**src/rtl/instruction_fetch_unit.sv**
```systemverilog
// instruction_fetch_unit
//   Fetch initiator for a word-addressed instruction memory with combinational
//   read. It holds the PC, presents it as the memory address and registers the
//   returned word together with its PC into a single output slot. Decode takes
//   the slot with a valid/ready handshake. A taken branch or jump loads a new PC
//   through redirect_valid/redirect_pc. The unit halts on a misaligned PC or an
//   out-of-range PC, and only reset leaves the halted state.
//
// Ports
//   clk             rising-edge clock
//   rst_n           synchronous active-low reset
//   imem_addr       byte address presented to instruction memory (= PC)
//   imem_instr      memory read data, valid in the same cycle as imem_addr
//   redirect_valid  load a new PC (branch/jump taken)
//   redirect_pc     redirect target byte address
//   if_valid        output slot holds an instruction
//   if_instr        instruction in the output slot
//   if_pc           byte address of if_instr
//   if_ready        decode accepts the slot this cycle
//   fetch_error     sticky halt indication
//   fetch_count     number of completed handshakes, wraps at 2^32
module instruction_fetch_unit #(
  parameter int                        DATA_WIDTH    = 32,
  parameter int                        ADDRESS_WIDTH = 32,
  parameter int                        MEM_SIZE      = 256,
  parameter logic [ADDRESS_WIDTH-1:0]  RESET_PC      = '0
) (
  input  logic                     clk,
  input  logic                     rst_n,
  output logic [ADDRESS_WIDTH-1:0] imem_addr,
  input  logic [DATA_WIDTH-1:0]    imem_instr,
  input  logic                     redirect_valid,
  input  logic [ADDRESS_WIDTH-1:0] redirect_pc,
  output logic                     if_valid,
  output logic [DATA_WIDTH-1:0]    if_instr,
  output logic [ADDRESS_WIDTH-1:0] if_pc,
  input  logic                     if_ready,
  output logic                     fetch_error,
  output logic [31:0]              fetch_count
);

  typedef enum logic {RUN, HALT} state_t;

  localparam logic [ADDRESS_WIDTH-3:0] MEM_WORDS = (ADDRESS_WIDTH-2)'(MEM_SIZE);
  localparam logic [ADDRESS_WIDTH-1:0] PC_STEP   = ADDRESS_WIDTH'(4);

  state_t                     state_q, state_d;
  logic [ADDRESS_WIDTH-1:0]   pc_q, pc_d;
  logic                       if_valid_q, if_valid_d;
  logic [DATA_WIDTH-1:0]      if_instr_q, if_instr_d;
  logic [ADDRESS_WIDTH-1:0]   if_pc_q, if_pc_d;
  logic [31:0]                fetch_count_q, fetch_count_d;

  logic take;
  logic slot_free;
  logic pc_ok;
  logic redirect_bad;

  // Handshake and PC legality terms shared by the next-state and datapath logic.
  // The slot can accept a new word when it is empty or is being drained now.
  always_comb begin
    take         = if_valid_q & if_ready;
    slot_free    = ~if_valid_q | take;
    pc_ok        = (pc_q[1:0] == 2'b00) && (pc_q[ADDRESS_WIDTH-1:2] < MEM_WORDS);
    redirect_bad = (redirect_pc[1:0] != 2'b00);
  end

  // State register plus all datapath flops; reset drops the slot and restarts at RESET_PC.
  always_ff @(posedge clk) begin
    if (!rst_n) begin
      state_q       <= RUN;
      pc_q          <= RESET_PC;
      if_valid_q    <= 1'b0;
      if_instr_q    <= '0;
      if_pc_q       <= '0;
      fetch_count_q <= '0;
    end else begin
      state_q       <= state_d;
      pc_q          <= pc_d;
      if_valid_q    <= if_valid_d;
      if_instr_q    <= if_instr_d;
      if_pc_q       <= if_pc_d;
      fetch_count_q <= fetch_count_d;
    end
  end

  // Next state: halt on a misaligned redirect target, or when a load is due
  // but the PC is illegal. HALT is absorbing until reset.
  always_comb begin
    state_d = state_q;
    case (state_q)
      RUN: begin
        if (redirect_valid) begin
          if (redirect_bad) state_d = HALT;
        end else if (slot_free && !pc_ok) begin
          state_d = HALT;
        end
      end
      HALT:    state_d = HALT;
      default: state_d = RUN;
    endcase
  end

  // Datapath update. Redirect wins over a load: the word read this cycle is
  // thrown away and the slot is emptied, while a concurrent take still counts.
  // The PC still takes a misaligned redirect target so it is visible for debug.
  always_comb begin
    pc_d          = pc_q;
    if_valid_d    = if_valid_q;
    if_instr_d    = if_instr_q;
    if_pc_d       = if_pc_q;
    fetch_count_d = fetch_count_q;

    if (take) begin
      fetch_count_d = fetch_count_q + 32'd1;
      if_valid_d    = 1'b0;
    end

    if (state_q == RUN) begin
      if (redirect_valid) begin
        if_valid_d = 1'b0;
        pc_d       = redirect_pc;
      end else if (slot_free && pc_ok) begin
        if_instr_d = imem_instr;
        if_pc_d    = pc_q;
        if_valid_d = 1'b1;
        pc_d       = pc_q + PC_STEP;
      end
    end
  end

  // Outputs come straight from the registers.
  always_comb begin
    imem_addr   = pc_q;
    if_valid    = if_valid_q;
    if_instr    = if_instr_q;
    if_pc       = if_pc_q;
    fetch_error = (state_q == HALT);
    fetch_count = fetch_count_q;
  end

endmodule

```
**config.mk**
```make
export PLATFORM = sky130hd
export DESIGN_NAME = instruction_fetch_unit
export DESIGN_NICKNAME = d
export VERILOG_FILES = /design/src/rtl/instruction_fetch_unit.sv
export SDC_FILE = /design/constraint.sdc
export NUM_CORES = 1
export LEC_CHECK = 0
export CELL_PAD_IN_SITES_DETAIL_PLACEMENT = 1
export CELL_PAD_IN_SITES_GLOBAL_PLACEMENT = 2
export CORE_AREA = 8 8 154 156
export CTS_CLUSTER_SIZE = 16
export DETAILED_ROUTE_END_ITERATION = 10
export DIE_AREA = 0 0 162 164
export GPL_TIMING_DRIVEN = 1
export PLACE_DENSITY_LB_ADDON = 0.1
export SYNTH_ARGS = -nofsm -noshare
export SYNTH_HDL_FRONTEND = slang
export SYNTH_SLANG_ARGS = --single-unit
```
**constraint.sdc**
```tcl
create_clock -name clk -period 2.6 [get_ports clk]
set_clock_uncertainty 0.1 [all_clocks]
set_input_delay 0.26 -clock clk [delete_from_list [all_inputs] [get_ports clk]]
set_output_delay 0.26 -clock clk [all_outputs]
set_load 0.01 [all_outputs]
```
# Yosys cells after proc, flatten, opt, wreduce, memory -nomap -nowiden

Cells that the tools add are included.
W data, S select, Z words.

Bits in registers: 130
Word-level logic and storage cells: 33

$add $sub $neg: 2
Magnitude comparators: 1
Muxes and demuxes: 10
Bitwise operators: 5
Reduce and logical (&&, ||, !) cells: 9

Operators by type and width:

| kind                    | count |
|---|---|
| $mux W32                | 2 |
| $add A32 B1 Y32 const B | 1 |
| $add A32 B3 Y32 const B | 1 |
| $lt A30 B9 Y1 const B   | 1 |
| $mux W1                 | 7 |
| $reduce_bool A2 Y1      | 2 |
| $logic_and A1 B1 Y1     | 3 |
| $not A1 Y1              | 3 |
| $reduce_and A3 Y1       | 1 |
| $logic_not A2 Y1        | 1 |
| $pmux W1 S2             | 1 |
| $reduce_and A2 Y1       | 1 |
| $and A1 B1 Y1           | 1 |
| $logic_not A1 Y1        | 1 |
| $or A1 B1 Y1            | 1 |

# Longest topological paths before layout

Gate-level depths: netlist of the first run.

Depth after elaboration: 7
Gate-level depth with buffers: 7
Gate-level depth less buffers: 6

# Least setup slack after synthesis of the first run

No wires, ideal clock.

Path kind: reg2reg
From: reg pc_q[29] (netlist: imem_addr[29])
To: reg if_pc_q[0] (netlist: if_pc[0])
Setup time: 0.116 ns
Arrival time: 1.712 ns
Required time: 2.384 ns
Path slack: 0.672 ns
Cell stages (with the launch flop): 7
Buffers on the path: 2
Cell sequence: dfxtp_1 -> nor4_2 -> nand4_2 -> or3_4 -> buf_6 -> buf_6 -> and3_1

Cells in the longest elaborated chain, start to end: 4

Ends and longest elaborated chain:

| item                        | line | RTL |
|---|---|---|
| from (decl)                 | 48   | `logic [ADDRESS_WIDTH-1:0] pc_q, pc_d;` |
| from (signal assigned)      | 79   | `pc_q <= pc_d;` |
| $lt A30 B9 Y1               | 64   | `pc_ok = (pc_q[1:0] == 2'b00) && (pc_q[ADDRESS_WIDTH-1:2] < MEM_WORDS);` |
| $logic_and A1 B1 Y1         | 64   |  |
| $logic_and A1 B1 Y1         | 123  | `end else if (slot_free && pc_ok) begin` |
| $reduce_and A3 Y1 (no line) | --   |  |
| to (signal assigned)        | 82   | `if_pc_q <= if_pc_d;` |
| to (decl)                   | 51   | `logic [ADDRESS_WIDTH-1:0] if_pc_q, if_pc_d;` |

Every way passes these cells.
A chain may end at the register's enable or synchronous reset.

# Worst setup path after layout of the first run

From: reg pc_q[17] (netlist: imem_addr[17])
To: reg if_instr_q[26] (netlist: if_instr[26])

Cells in the longest elaborated chain, start to end: 4

Ends and longest elaborated chain:

| item                        | line | RTL |
|---|---|---|
| $lt A30 B9 Y1               | 64   |  |
| $logic_and A1 B1 Y1         | 64   |  |
| $logic_and A1 B1 Y1         | 123  |  |
| $reduce_and A3 Y1 (no line) | --   |  |
| to (signal assigned)        | 81   | `if_instr_q <= if_instr_d;` |
| to (decl)                   | 50   | `logic [DATA_WIDTH-1:0] if_instr_q, if_instr_d;` |

Every way passes these cells.

==> flow_summary_export.csv, run 1 <==
group,metric,value,unit
critical_path,r2r_slack,370,ps
cells_and_area,fin_cells,1100,
timing,min_period,2235,ps
timing,finalSetupViolCount,0,
place,dp.cells,1067,
die,die_w,162,um
clocking,cts_buffers,17,
yosys,synthCells,615,
yosys,synth.avg_cell_area,8.531,um^2
yosys,ys_types,47,
timing,setup_tns,0,ps
timing,rsz0062_at_grt,"false",
status,status,"finished, final reports clean",
power,power_density,611.8,nW/um^2
yosys,synth-adder-area-share,0.4770,%
critical_path,crit_type,"reg -> reg",
yosys,synth_area,5246,um^2
yosys,synth_edf_count,0,
clocking,cts_sinks,130,
power,ir_drop,0.4092,mV
yosys,synth_fp_nets,685,
cells_and_area,final_common_cell,"clkdlybuf4s50_1",
critical_path,cp_max_fo,104,
timing,post-route-period-util,85.96,%
yosys,yosys_most_used_dff,"dfxtp_1",
yosys,yosysSeqAreaShare,49.61,%
clocking,cts.repair.resized,0,
detailed_routing,antenna_left,0,
critical_path,endpoint_kind,"register",
clocking,cts_tree,"yes",
timing,max_freq,447.4,MHz
yosys,synth_xor_area_share,5.175,%
detailed_routing,initialDrtViolationCount,140,
global_routing,globalRoute.totalOverflow,0,
global_routing,grt_pass1_vias,5399,
yosys,synth_top_family_by_area,"simple AND/OR/NAND/NOR gates",
place,port_buffers,197,
yosys,synth-simple-area-share,27.31,%
clocking,cts_max_level,4,
clocking,root_buffer,"clkbuf_16",
timing,slew_viol_final,0,
die,coreArea,21350,um^2
critical_path,worstPathArrival,2420,ps
detailed_routing,wl_per_cell,17.40,um
clocking,clk_latency,410,ps
power,p_leak,2.946,nW
global_routing,grt_max_degree,105,
die,ios,198,
cells_and_area,drive_gt1_share,7.814,%
run,cap_viol_max_count,0,
cells_and_area,nets,876,
timing,maxSlewHeadroom,59.47,%
detailed_routing,wirelength,19140,um
place,dp_slack,168.3,ps
yosys,yosys_warnings,0,
timing,tightest_slew,607.9,ps
place,place_area,7516,um^2
hold_path,hold_path.class,"in -> reg",
die,die_area,26570,um^2
place,place.gp.congestion,0.7108,
cells_and_area,area_growth,54.28,%
global_routing,grtUsageTotal,14.20,%
detailed_routing,vias,5116,
place,dp_hpwl,13990,um
clocking,cts_hold_buf,0,
yosys,synthArstFlopShare,0,%
critical_path,required,2780,ps
cells_and_area,final_cell_mix,"clkdlybuf4s50_1 (196), dfxtp_1 (130), nand2_1 (90)",
detailed_routing,drt-pass1-iter-count,4,
critical_path,cp-start-kind,"register",
yosys,muxShareOfSynthArea,0.3816,%
yosys,synth_compound_area_share,12.38,%
die,die_y,164,um
die,initial_core_util,24.57,%
detailed_routing,drc,0,
yosys,ys_ff_latch,130,
global_routing,antenna_found_initial,0,
cells_and_area,design_area,8094,um^2
timing,worst_slack,365.0,ps
clocking,post_cts_buffers,0,
timing,hold_viol,0,
clocking,clockBufferDepth,2,
detailed_routing,avgViaCountPerCell,4.651,
clocking,path_clk_slew,60,ps
global_routing,grt_pass1_wl,29950,um
die,rows,54,
==> flip-flops by register name, indices dropped and copies added (netlist names) <==
signal,cells
fetch_count,32
if_instr,32
if_pc,32
imem_addr,32
fetch_error,1
if_valid,1
==> report_power, final <==
group	internal, mW	leakage (nW)	switching (mW)
clock network	1.35	0.275	1.00
logic	0.255	1.62	0.249
registers	2.04	1.05	0.0584
==> cells by family (layout without fill, tap and decap cells) <==
| kind of cell | after synthesis | count (layout) |
|---|---|---|
| other | 0 | 1 |
| xor gates and xnor gates | 31 | 31 |
| and+or+nand+nor | 287 | 287 |
| DFF | 130 | 130 |
| muxes | 2 | 2 |
| AOI/OAI and AO/OA | 113 | 113 |
| buffers and inverters | 50 | 254 |
| adders and majority gates | 2 | 2 |
==> area by class of cell <==
type                    count  area, um^2
well taps                 280       350.3
repair buffers            214        2122
clock inverters            15       150.1
multi-input cells         435        2411
fillers                  2502       13260
diodes                      1       2.502
flip-flops and latches    130        2603
clock buffers              17       425.4
inverters                   8       30.03
==> layer usage <==
layer | wire length [um] | share of wire, % | up-vias | GRT usage, %
met5 | 0 | 0 | - | 0
met4 | 180 | 0.94 | 0 | 4.209
met3 | 1390 | 7.3 | 13 | 5.288
met2 | 9289 | 49 | 116 | 24.48
met1 | 8277 | 43 | 2447 | 16.12
li1 | - | - | 2540 | -
==> final timing paths <==
check / start / endpoint / cells after the start
min: rst_n / imem_addr[17]$_SDFFE_PN0P_ / 2
min reg2reg: if_instr[20]$_SDFFE_PN0P_ / if_instr[20]$_SDFFE_PN0P_ / 2
max reg2reg: imem_addr[17]$_SDFFE_PN0P_ / if_instr[26]$_SDFFE_PN0P_ / 6
max: imem_addr[17]$_SDFFE_PN0P_ / if_instr[26]$_SDFFE_PN0P_ / 6
==> worst max-delay path, stage by stage, from the launching register on <==
cell     delay [ps]
dfxtp_1         350
nor4_2          420
nand4_2         280
or3_4           450
buf_12          230
nand3_1         140
o21ai_1          70
==> stage by stage <==
stage                     power [mW]  hold slack, ps  utilization (%)
after floorplan                2.354           292.6                -
after global placement         2.646           343.3            35.20
after detailed placement       2.655           350.0            35.20
after CTS                      5.046           161.4            37.90
after global routing           5.168           188.0            37.90
final                          4.952           180.8            37.91
==> Yosys cell counts, drive strengths merged (2+ instances only) <==
| master | n | area share (%) |
|---|---|---|
| a21oi | 28 | 2.7 |
| o21ai | 56 | 5.4 |
| a211oi | 3 | 0.43 |
| buf | 14 | 2.1 |
| or3 | 2 | 0.33 |
| xnor2 | 6 | 1.0 |
| a31oi | 2 | 0.24 |
| and3 | 33 | 3.9 |
| o31ai | 3 | 0.43 |
| o32ai | 3 | 0.50 |
| mux2i | 2 | 0.38 |
| nor3b | 2 | 0.29 |
| o22ai | 5 | 0.60 |
| or2 | 2 | 0.24 |
| a22oi | 4 | 0.57 |
| nand4 | 17 | 2.1 |
| nand3 | 69 | 6.6 |
| dfxtp | 130 | 50 |
| ha | 2 | 0.48 |
| nor2 | 45 | 3.2 |
| inv | 7 | 0.50 |
| xor2 | 25 | 4.2 |
| nor4 | 10 | 1.9 |
| and4 | 6 | 1.0 |
| nor2b | 2 | 0.24 |
| clkbuf | 28 | 2.0 |
| nand2 | 90 | 6.4 |
| nor3 | 4 | 0.38 |
| and2 | 4 | 0.48 |
No activity file was read; power rests on OpenSTA's default activity.
==> run 2: changes to the inputs <==
--- a/config.mk
+++ b/config.mk
@@ -13,6 +13,7 @@
 export DIE_AREA = 0 0 162 164
 export GPL_TIMING_DRIVEN = 1
 export PLACE_DENSITY_LB_ADDON = 0.1
+export SETUP_SLACK_MARGIN = 0.5
 export SYNTH_ARGS = -nofsm -noshare
 export SYNTH_HDL_FRONTEND = slang
 export SYNTH_SLANG_ARGS = --single-unit
==> run 2 against run 1 <==
Against the previous run: clock power is essentially flat; largest power group unchanged; clock-buffer cell count is the same; register-to-register slack gained 200 ps; utilization grew 1.1 points; die area is the same; setup slack gained 200 ps; maximum frequency grew 9.8%; combinational power grew 14%; largest cell class unchanged; cell area grew 3.0%; via count grew 2.3%; global-route usage grew 0.31 points.
==> flow_summary_export.csv, run 2 (synthesis gave the netlist of run 1 again) <==
group,metric,value,unit
cells_and_area,drive_gt1_share,9.783,%
hold_path,hold_path.class,"in -> reg",
clocking,cts_hold_buf,0,
place,place.gp.congestion,0.7108,
clocking,clk_latency,420,ps
die,ios,198,
die,coreArea,21350,um^2
global_routing,antenna_found_initial,0,
detailed_routing,vias,5232,
global_routing,grt_pass1_wl,30560,um
die,die_area,26570,um^2
power,ir_drop,0.4138,mV
global_routing,met1_usage,16.72,%
timing,post-route-period-util,78.27,%
clocking,cts_sinks,130,
clocking,cts_tree,"yes",
critical_path,endpoint_kind,"register",
detailed_routing,drt-pass1-iter-count,4,
clocking,cts_max_level,4,
detailed_routing,drc,0,
detailed_routing,avgViaCountPerCell,4.718,
critical_path,cp_max_fo,13,
cells_and_area,final_common_cell,"clkdlybuf4s50_1",
cells_and_area,final_cell_mix,"clkdlybuf4s50_1 (196), dfxtp_1 (124), nand2_1 (90)",
detailed_routing,initialDrtViolationCount,136,
clocking,path_clk_slew,60,ps
detailed_routing,wl_per_cell,18.45,um
critical_path,required,2810,ps
timing,finalSetupViolCount,0,
cells_and_area,design_area,8333,um^2
cells_and_area,nets,885,
global_routing,globalRoute.totalOverflow,0,
timing,setup_tns,0,ps
place,dp_hpwl,13990,um
timing,rsz0062_at_grt,"true",
global_routing,grt_max_degree,82,
global_routing,grtUsageTotal,14.51,%
hold_path,hp-start,"rst_n",
global_routing,busiest_layer,"met2",
clocking,clockBufferDepth,2,
power,power_density,604.0,nW/um^2
timing,maxSlewHeadroom,59.61,%
critical_path,worstPathArrival,2240,ps
detailed_routing,antenna_left,0,
critical_path,timing.rr.start,"imem_addr[28]$_SDFFE_PN0P_",
critical_path,crit_type,"reg -> reg",
die,rows,54,
place,port_buffers,197,
cells_and_area,area_growth,58.84,%
detailed_routing,wirelength,20460,um
run,cap_viol_max_count,0,
die,die_w,162,um
critical_path,cp-start-kind,"register",
die,initial_core_util,24.57,%
global_routing,grt_use_met3,5.288,%
clocking,cts_buffers,17,
status,status,"finished, final reports clean",
timing,min_period,2035,ps
global_routing,grt_pass1_vias,5456,
timing,max_freq,491.4,MHz
timing,slew_viol_final,0,
place,place_area,7516,um^2
clocking,root_buffer,"clkbuf_16",
die,die_y,164,um
global_routing,grt_use_met2,24.82,%
power,p_leak,3.057,nW
timing,tightest_slew,605.9,ps
critical_path,startpoint,"imem_addr[28]$_SDFFE_PN0P_",
timing,hold_viol,0,
[run 2: worst max-delay path: stages, from the launching register on]
cell,delay (ps)
dfxtp_1,400
nor4_4,360
nand4_4,150
or3_4,510
clkbuf_16,220
and3_1,180
[run 2: power breakdown]
group | internal, mW | switching [mW]
combinational | 0.298 | 0.275
clock | 1.35 | 1.01
sequential | 2.04 | 0.0663
total | 3.68 | 1.35
[run 2: final cells by class]
type / instances / area (um^2)
sequential: 130 / 2610
clock buffer: 17 / 425.4
tap: 280 / 350.3
multi-input combinational: 435 / 2487
timing repair buffer: 223 / 2277
antenna: 1 / 2.502
inverter: 8 / 30.03
fill: 2485 / 13020
clock inverter: 15 / 150.1
[run 2: path summary, 6_finish.rpt]
kind | cells past startpoint | slack [ps] | end
worst max-delay path | 5 | 560 | if_pc[31]$_SDFFE_PN0P_
worst max register to register | 5 | 560 | if_pc[31]$_SDFFE_PN0P_
worst min register to register | 2 | 350 | if_instr[20]$_SDFFE_PN0P_
worst min-delay path | 2 | 180 | imem_addr[17]$_SDFFE_PN0P_
[run 2: timing repair]
| item | 4_1_cts | 5_1_grt |
|---|---|---|
| setup endpoints to repair | 71 | 73 |
| setup buffers | 4 | 0 |
| gates cloned | 1 | 4 |
| pin swaps | 3 | 3 |
| gates resized for setup | 9 | 11 |
| hold endpoints to repair | 0 | 0 |
[run 2: metal layers]
metal / share of wire [%] / up-vias / wire length [um]
met2: 49 / 122 / 9979
met1: 43 / 2540 / 8858
met4: 0.92 / 0 / 189
li1: - / 2556 / -
met5: 0 / - / 0
met3: 7.0 / 14 / 1431
[run 2: stage by stage]
step / setup slack [ps] / hold WS (ps) / util [%] / cells / total power [mW]
6_report: 564.9 / 181.2 / 39.03 / 1109 / 5.033
4_1_cts: 532.2 / 161.4 / 38.46 / 1104 / 5.092
5_1_grt: 469.5 / 188.0 / 39.02 / 1108 / 5.244
2_1_floorplan: 672.5 / 292.6 / - / 615 / 2.354
3_5_place_dp: 168.3 / 350.0 / 35.20 / 1067 / 2.655
3_3_place_gp: 221.7 / 343.3 / 35.20 / 1067 / 2.646
